`src/rtl/if_fetch.sv`:
```
// if_fetch: PC generation, in-order imem req/gnt/rvalid fetch, response FIFO, decode output register.
// FETCH_MISALIGN_CHECK_EN adds fetch_misalign_o and halts fetch after a misaligned redirect.
module if_fetch #(
  parameter logic [31:0] RESET_PC  = 32'h0000_0000,
  parameter int unsigned BUF_DEPTH = 2
) (
  input  logic        clk,
  input  logic        rst,
  output logic        imem_req_o,
  output logic [31:0] imem_addr_o,
  input  logic        imem_gnt_i,
  input  logic        imem_rvalid_i,
  input  logic [31:0] imem_rdata_i,
  input  logic        stall_i,
  input  logic        branch_flag_i,
  input  logic [31:0] branch_target_i,
`ifdef FETCH_MISALIGN_CHECK_EN
  output logic        fetch_misalign_o,
`endif
  output logic [31:0] pc_o,
  output logic [31:0] inst_o,
  output logic        inst_valid_o
);

  localparam int CW = $clog2(BUF_DEPTH + 1);
  localparam int PW = (BUF_DEPTH > 1) ? $clog2(BUF_DEPTH) : 1;
  localparam logic [CW:0]   DEPTH_W = (CW + 1)'(BUF_DEPTH);
  localparam logic [PW-1:0] LAST_P  = PW'(BUF_DEPTH - 1);

  logic [31:0]   fetch_pc_q, fetch_pc_d;
  logic [31:0]   resp_pc_q, resp_pc_d;
  logic [CW-1:0] out_q, out_d;
  logic [CW-1:0] drop_q, drop_d;
  logic [CW-1:0] cnt_q, cnt_d;
  logic [PW-1:0] rd_q, rd_d;
  logic [PW-1:0] wr_q, wr_d;
  logic [31:0]   pc_q, pc_d;
  logic [31:0]   inst_q, inst_d;
  logic          vld_q, vld_d;
  logic [31:0]   fpc_q [BUF_DEPTH];
  logic [31:0]   fin_q [BUF_DEPTH];

  logic          halt;
  logic [CW:0]   credit;
  logic          grant, accept, push, pop, bypass;
  logic [31:0]   target;
  logic          unused_tgt;

`ifdef FETCH_MISALIGN_CHECK_EN
  logic misalign_q, misalign_d;
  assign halt             = misalign_q;
  assign fetch_misalign_o = misalign_q;
  always_comb begin
    misalign_d = misalign_q;
    if (branch_flag_i) misalign_d = |branch_target_i[1:0];
  end
  always_ff @(posedge clk) begin
    if (rst) misalign_q <= 1'b0;
    else     misalign_q <= misalign_d;
  end
`else
  assign halt = 1'b0;
`endif

  function automatic logic [PW-1:0] nxt(input logic [PW-1:0] p);
    return (p == LAST_P) ? '0 : p + 1'b1;
  endfunction

  assign unused_tgt  = ^branch_target_i[1:0];
  assign target      = {branch_target_i[31:2], 2'b00};
  assign credit      = {1'b0, out_q} + {1'b0, cnt_q};
  assign imem_req_o  = !rst && !branch_flag_i && !halt
                       && (credit < DEPTH_W);
  assign imem_addr_o = fetch_pc_q;

  assign grant  = imem_req_o && imem_gnt_i;
  assign accept = imem_rvalid_i && (drop_q == '0) && !branch_flag_i;
  assign pop    = !stall_i && !branch_flag_i && (cnt_q != '0);
  assign push   = accept && (stall_i || (cnt_q != '0));
  assign bypass = accept && !stall_i && (cnt_q == '0);

  always_comb begin
    fetch_pc_d = fetch_pc_q;
    resp_pc_d  = resp_pc_q;
    out_d      = out_q;
    drop_d     = drop_q;
    rd_d       = rd_q;
    wr_d       = wr_q;
    pc_d       = pc_q;
    inst_d     = inst_q;
    vld_d      = vld_q;
    cnt_d      = cnt_q + CW'(push) - CW'(pop);
    if (grant) fetch_pc_d = fetch_pc_q + 32'd4;
    unique case ({grant, imem_rvalid_i})
      2'b10:   out_d = out_q + 1'b1;
      2'b01:   out_d = out_q - 1'b1;
      default: out_d = out_q;
    endcase
    if (imem_rvalid_i && (drop_q != '0)) drop_d = drop_q - 1'b1;
    if (accept) resp_pc_d = resp_pc_q + 32'd4;
    if (push) wr_d = nxt(wr_q);
    if (pop)  rd_d = nxt(rd_q);
    if (pop) begin
      pc_d   = fpc_q[rd_q];
      inst_d = fin_q[rd_q];
      vld_d  = 1'b1;
    end else if (bypass) begin
      pc_d   = resp_pc_q;
      inst_d = imem_rdata_i;
      vld_d  = 1'b1;
    end else if (!stall_i) begin
      inst_d = '0;
      vld_d  = 1'b0;
    end
    // Redirect wins over stall; everything in flight becomes drop credit.
    if (branch_flag_i) begin
      fetch_pc_d = target;
      resp_pc_d  = target;
      cnt_d      = '0;
      rd_d       = '0;
      wr_d       = '0;
      drop_d     = out_q - CW'(imem_rvalid_i);
      inst_d     = '0;
      vld_d      = 1'b0;
    end
  end

  always_ff @(posedge clk) begin
    if (rst) begin
      fetch_pc_q <= RESET_PC;
      resp_pc_q  <= RESET_PC;
      out_q      <= '0;
      drop_q     <= '0;
      cnt_q      <= '0;
      rd_q       <= '0;
      wr_q       <= '0;
      pc_q       <= '0;
      inst_q     <= '0;
      vld_q      <= 1'b0;
    end else begin
      fetch_pc_q <= fetch_pc_d;
      resp_pc_q  <= resp_pc_d;
      out_q      <= out_d;
      drop_q     <= drop_d;
      cnt_q      <= cnt_d;
      rd_q       <= rd_d;
      wr_q       <= wr_d;
      pc_q       <= pc_d;
      inst_q     <= inst_d;
      vld_q      <= vld_d;
    end
  end

  always_ff @(posedge clk) begin
    if (push) begin
      fpc_q[wr_q] <= resp_pc_q;
      fin_q[wr_q] <= imem_rdata_i;
    end
  end

  assign pc_o         = pc_q;
  assign inst_o       = inst_q;
  assign inst_valid_o = vld_q;

endmodule

```
`config.mk`:
```
export PLATFORM = sky130hd
export DESIGN_NAME = if_fetch
export DESIGN_NICKNAME = d
export VERILOG_FILES = /design/src/rtl/if_fetch.sv
export SDC_FILE = /design/constraint.sdc
export NUM_CORES = 1
export LEC_CHECK = 0
export BUFFER_PORTS_ARGS = -buffer_cell sky130_fd_sc_hd__buf_4
export CORE_MARGIN = 4
export CORE_UTILIZATION = 50
export DETAILED_ROUTE_END_ITERATION = 7
export GPL_TIMING_DRIVEN = 0
export PLACE_DENSITY = 0.74
export SYNTH_ARGS = -nofsm -noshare
export SYNTH_HDL_FRONTEND = slang
export SYNTH_SLANG_ARGS = --single-unit
```
`constraint.sdc`:
```
create_clock -name clk -period 7.1 [get_ports clk]
set_clock_uncertainty 0.1 [all_clocks]
set_input_delay 2.13 -clock clk [delete_from_list [all_inputs] [get_ports clk]]
set_output_delay 2.13 -clock clk [all_outputs]
set_load 0.005 [all_outputs]
```
==> results of run 1 <==
==> critical path, cell delays in order <==
cell	delay, ps
buf_4	150
or2_2	290
clkbuf_1	330
buf_1	370
nor3_1	360
buf_4	180
==> routing by layer <==
metal	GRT usage	wire, µm
met5	0	0
met4	0.07503	791
met3	0.03662	2734
met2	0.3730	13330
met1	0.3333	12490
==> sequential cells by signal, indices dropped and copies added, names as in the netlist, named ones only <==
signal and count:
wr_q 1, imem_addr_o 30, cnt_q 2, drop_q 2
fpc_q 60, pc_o 30, fin_q 64, rd_q 1
out_q 2, inst_valid_o 1, inst_o 32, resp_pc_q 30
==> worst min-delay path by stage <==
stage,to,cells after the start,start,slack (ps)
6_report,fpc_q[0][5],0,resp_pc_q[5],350
5_1_grt,fpc_q[0][5],0,resp_pc_q[5],370
4_1_cts,fpc_q[0][5],0,resp_pc_q[5],350
3_5_place_dp,fpc_q[0][5],0,resp_pc_q[5],340
3_3_place_gp,fpc_q[0][8],0,resp_pc_q[8],320
2_1_floorplan,fpc_q[0][5],0,resp_pc_q[5],320
==> cell usage after synthesis (2+ instances only) <==
cell         n  area, µm²
buf_4        8      60.06
buf_1        5      18.77
nand3_1     21      105.1
inv_1       35      131.4
clkbuf_1    49      183.9
nor2b_1      4      25.02
dfxtp_1    132       2643
nor2_1      62      232.7
or4_1       15      112.6
o311ai_0     6      52.55
buf_2        7      35.03
o21a_1       2      15.01
mux2_2      62      698.2
nor4_1      12      75.07
a31oi_1     12      75.07
and4_1      14      122.6
edfxtp_1   124       3724
a222oi_1    32      320.3
a311oi_1     4      35.03
a22oi_1     30      225.2
ha_1         7      87.58
o31ai_1     10      75.07
a21oi_1     57      285.3
o21bai_1     2      15.01
nand4_1     23      143.9
or2_2        6      37.54
and2_1       8      50.05
xnor2_1     16      140.1
a221oi_1     2      17.52
o211ai_1    10      75.07
o31a_1       7      61.31
or3_1       11      68.82
nor3_1      13      65.06
a211oi_1    12      90.09
a221o_1      2      20.02
and3_1      11      68.82
nand2_1     63      236.5
a2111oi_0    4      35.03
xor2_1      10      87.58
o21ai_0      5      25.02
a21boi_0    15      112.6
==> stage by stage <==
stage	instance area, µm²	total power [W]	hold WS, ps	instances	utilization
floorplan	10920	0.001804	320.2	957	-
global route	13390	0.003367	372.2	1442	0.6308
global placement	12470	0.001926	324.9	1392	0.5876
finish	13390	0.003264	353.0	1442	0.6308
CTS	13390	0.003275	353.9	1442	0.6308
detailed placement	12530	0.001934	339.2	1394	0.5906
==> final cells by class <==
| cell class | count | area share |
|---|---|---|
| inverter | 36 | 0.01009 |
| timing repair buffer | 162 | 0.09328 |
| multi-input combinational | 595 | 0.3086 |
| clock buffer | 39 | 0.05683 |
| buffer | 70 | 0.02290 |
| tap | 275 | 0.02570 |
| clock inverter | 9 | 0.007010 |
| sequential | 256 | 0.4756 |
==> power by group through the flow <==
stage / Clock (W) / Sequential [W] / Combinational (W)
after detailed placement: 0 / 0.00168 / 0.000254
final: 0.00136 / 0.00165 / 0.000258
after global placement: 0 / 0.00168 / 0.000245
after global routing: 0.00143 / 0.00166 / 0.000282
after CTS: 0.00137 / 0.00165 / 0.000256
after floorplan: 0 / 0.00167 / 0.000138
==> kinds of logic (layout without fill, tap and decap cells) <==
group,Yosys count,in the layout,share of synthesized area
AO/OA/AOI/OAI,222,222,0.1491
XOR/XNOR,26,26,0.02087
adder cells (fa/ha/maj),8,8,0.009861
buffers and inverters,106,316,0.04048
flip-flops,256,256,0.5834
multiplexers,63,63,0.06490
other,1,4,0.0003437
AND/OR/NAND/NOR,272,272,0.1311
==> impl_metrics.json, run 1 <==
{
  "outcome": "complete, no violations",
  "grt_pass1_vias": 8513,
  "ff_latch_area_um2": 6366,
  "clock_path_buffers": 3,
  "startpoint": "rst",
  "seq_power_share": 0.506,
  "powerDensity_nw_per_um2": 243.9,
  "ios": 168,
  "multi_input_area_um2": 4131,
  "combinationalPowerShare": 0.079,
  "nFillCells": 1744,
  "pwr-share-clk": 0.415,
  "mostFrequentLayoutCell": "buf_4",
  "p_int_w": 0.002525,
  "drt_wl_total_mm": 29.34,
  "cp_max_fo": 10,
  "syn2layout_area_growth_pct": 22.68,
  "tns_ps": 0,
  "die_h_um": 155.7,
  "synthArstFlopShare": 0,
  "io_buffers": 160,
  "clock-sinks": 256,
  "vias": 8784,
  "hp-class": "register to register",
  "synth_area_per_cell_um2": 11.44,
  "die_w_um": 155.7,
  "rsz0062_at_grt": "no",
  "h-tree-depth": 1,
  "synthCells": 954,
  "relSlewSlack": 0.1625,
  "cts_buffers": 26,
  "antenna_cells": 0,
  "p_sw_w": 0.0007393,
  "nets": 1225,
  "post_drt_wl_per_cell_um": 20.35,
  "setup_ws_ps": 1054,
  "cap_viol_max_count": 0,
  "ys_warn_count": 0,
  "antenna_found_initial": 0,
  "peakVddDrop_mv": 0.1700,
  "grt_start_max_net_pins": 63,
  "cts.repair.resized": 0,
  "critPathKind": "input pin to output pin",
  "r2r_setup_slack_ps": 3650,
  "synth-main-ff-cell": "dfxtp_1",
  "finalSetupViolations": 0,
  "dieArea_um2": 24250,
  "initial_core_util": 0.5142,
  "reg2reg_depth": 7,
  "r2r_end": "imem_addr_o[28]",
  "worstPathRequired_ps": 4870,
  "setup.worst_path.start_class": "input pin",
  "tightest_slew_ps": 1247,
  "drt-initial-drc-count": 928,
  "clk_pin_slew_ps": 60,
  "final_cell_mix": "168 x buf_4, 132 x dfxtp_1, 124 x edfxtp_1",
  "holdBufCountCts": 0,
  "root_buffer": "clkbuf_16",
  "dp_hpwl_mm": 20.38,
  "grt_overflow": 0,
  "via_per_inst": 6.092,
  "swShare": 0.2265,
  "finalCriticalPeriod_ps": 6046,
  "end_kind": "output pin",
  "drc_errors": 0,
  "fmaxAchievable_mhz": 165.4,
  "yosysSeqAreaShare": 0.5834,
  "static-leakage-power_nw": 4.772,
  "syn_area_um2": 10910,
  "firstDrtPassIters": 6,
  "layout-drive-gt1-share": 0.2511,
  "hold_viol": 0,
  "coreArea_um2": 21220,
  "cts_tree": "done",
  "ys_types": 65,
  "synth-edff-count": 124,
  "final-max-slew-violation-count": 0,
  "postCtsSetupBuffers": 0,
  "std_cell_rows": 53,
  "finalCritPeriodShare": 0.8515,
  "ant_nets": 0,
  "grt.total_usage": 0.2348,
  "place.gp.congestion": 0.9238,
  "grt_pass1_wl_mm": 45.92,
  "cp.arrival_ps": 3820,
  "clk_latency_ps": 520,
  "worstSetupEndpoint": "imem_req_o",
  "synth_seq_cells": 256,
  "pre_cts_ws_ps": 1040,
  "r2r_start": "out_q[0]"
}
No activity file was read; power rests on OpenSTA's default activity.
==> inputs of run 2 (changes only) <==
- ABC_AREA: default -> 1
- CORE_ASPECT_RATIO: default -> 1.2
- CORE_MARGIN: 4 -> 2
- PLACE_DENSITY: 0.74 -> 0.73
==> impl_metrics.json, run 2 <==
{
  "outcome": "complete, no violations",
  "cts_tree": "done",
  "synth_area_per_cell_um2": 8.064,
  "synth-main-ff-cell": "dfxtp_1",
  "grt_pass1_wl_mm": 52.20,
  "cp.arrival_ps": 3010,
  "place.gp.congestion": 0.9936,
  "root_buffer": "clkbuf_16",
  "antenna_cells": 0,
  "end_kind": "output pin",
  "std_cell_rows": 61,
  "place_area_um2": 13590,
  "critPathKind": "input pin to output pin",
  "ys_types": 44,
  "cp_max_fo": 10,
  "worstPathRequired_ps": 4870,
  "r2r_end": "fin_q[0][23]",
  "die_h_um": 172.8,
  "synthArstFlopShare": 0,
  "static-leakage-power_nw": 6.104,
  "ff_latch_area_um2": 6366,
  "postCtsSetupBuffers": 0,
  "design_area_um2": 14400,
  "grt.total_usage": 0.2624,
  "nets": 1744,
  "setup_ws_ps": 1862,
  "finalSetupViolations": 0,
  "layout-drive-gt1-share": 0.1586,
  "mostFrequentLayoutCell": "nand2_1",
  "finalCriticalPeriod_ps": 5238,
  "yosysSeqAreaShare": 0.5360,
  "antenna_found_initial": 0,
  "vias": 10530,
  "grt_overflow": 0,
  "r2r_setup_slack_ps": 4550,
  "tightest_slew_ps": 766.6,
  "multi_input_area_um2": 4698,
  "drt-initial-drc-count": 679,
  "grt_pass1_vias": 10270,
  "synthCells": 1473,
  "syn_area_um2": 11880,
  "fmaxAchievable_mhz": 190.9,
  "ios": 168,
  "powerDensity_nw_per_um2": 225.8,
  "synth_seq_cells": 256,
  "syn2layout_area_growth_pct": 21.19,
  "yosys.cell_count.top_type": "nand2_1",
  "reg2reg_depth": 8,
  "via_per_inst": 5.268,
  "ys_warn_count": 0,
  "holdBufCountCts": 0,
  "top_register": "fin_q",
  "cap_viol_max_count": 0,
  "clk_pin_slew_ps": 60,
  "r2r_start": "drop_q[0]",
  "clock-sinks": 256,
  "report.power.total_w": 0.003251,
  "hold_viol": 0,
  "drt_wl_total_mm": 32.82,
  "min_to": "pc_o[27]",
  "finalCritPeriodShare": 0.7377,
  "relSlewSlack": 0.4889,
  "dieArea_um2": 25010,
  "worstHoldPathCells": 2,
  "die_w_um": 144.7,
  "dp_hpwl_mm": 23.60,
  "drc_errors": 0,
  "largest_reg_flops": 64,
  "pre_cts_ws_ps": 1857,
  "nFillCells": 2011,
  "synthTopCellsByCount": "593 x nand2_1, 132 x dfxtp_1, 127 x inv_1",
  "synth_top_area_cell": "edfxtp_1",
  "grt_start_max_net_pins": 31,
  "cts_buffers": 25,
  "synth_top_cells_by_area": "edfxtp_1 31%, dfxtp_1 22%, nand2_1 19%",
  "setup.worst_path.start_class": "input pin",
  "io_buffers": 159,
  "final-max-slew-violation-count": 0,
  "clock_path_buffers": 3,
  "firstDrtPassIters": 5,
  "ant_nets": 0,
  "synth_top_area_share": 0.3135,
  "peakVddDrop_mv": 0.1117,
  "hp-class": "register to register",
  "cts.repair.resized": 0,
  "coreArea_um2": 23280,
  "initial_core_util": 0.5102,
  "post_drt_wl_per_cell_um": 16.42,
  "synth-edff-count": 124,
  "holdCritStartpoint": "pc_o[27]",
  "rsz0062_at_grt": "no",
  "final_cell_mix": "593 x nand2_1, 172 x buf_4, 132 x dfxtp_1",
  "h-tree-depth": 1,
  "clk_latency_ps": 520
}
-- run 2: changes by cell type after synthesis, moves of 28 or more --
cell | previous run | this run
inv_1 | 35 | 127
a22oi_1 | 30 | 0
clkbuf_1 | 49 | 21
a31oi_1 | 12 | 44
nor2_1 | 62 | 93
o21ai_0 | 5 | 45
nand3_1 | 21 | 83
a222oi_1 | 32 | 0
mux2_2 | 62 | 0
nand2_1 | 63 | 593
-- run 2: area by class of cell --
class,instances,share of cell area
Timing Repair Buffer,163,0.08953
Tap cell,315,0.02738
Inverter,136,0.03546
Clock inverter,11,0.008953
Multi-Input combinational cell,1020,0.3264
Clock buffer,34,0.04720
Sequential cell,256,0.4422
Buffer,64,0.02286
-- run 2: metrics by stage --
stage / std cells / hold WS [ps] / utilization / setup TNS (ps)
global route: 1999 / 391.5 / 0.6184 / 0
finish: 1999 / 381.1 / 0.6184 / 0
CTS: 1999 / 381.0 / 0.6184 / 0
detailed placement: 1954 / 368.5 / 0.5837 / 0
floorplan: 1476 / 347.5 / - / 0
global placement: 1950 / 355.3 / 0.5789 / -46350
-- run 2: where the power goes --
group	total [W]	switching (W)	internal, W	leakage [nW]
Combinational	0.000273	0.000163	0.000110	3.51
Clock	0.00133	0.000548	0.000777	0.396
Sequential	0.00165	0.0000536	0.00160	2.20
-- run 2: worst max-delay path by stage --
stage	cells after the start	start	slack (ps)	to
floorplan	4	branch_flag_i	1360	fin_q[1][0]
global placement	5	imem_rvalid_i	-380	fin_q[1][24]
detailed placement	5	branch_flag_i	1860	imem_req_o
CTS	5	branch_flag_i	1850	imem_req_o
global route	5	branch_flag_i	1800	imem_req_o
finish	5	branch_flag_i	1860	imem_req_o
-- run 2: kinds of logic after synthesis --
family                   share of synthesized area
buffers and inverters                      0.07068
AO/OA/AOI/OAI                              0.08206
XOR/XNOR                                  0.007374
AND/OR/NAND/NOR                             0.2844
adder cells (fa/ha/maj)                   0.009059
multiplexers                               0.01011
other                                    0.0003157
flip-flops                                  0.5360
-- run 2: critical path: stages --
cell    delay (ps)
buf_6          140
nor2_8         300
inv_1          150
nor3_1         150
buf_4          140
-- run 2: per-layer routing --
metal  global-route usage  part of all wire
met2               0.4670              0.50
met4              0.08940             0.026
met3              0.03628             0.073
met5                    0                 0
met1               0.3234              0.40
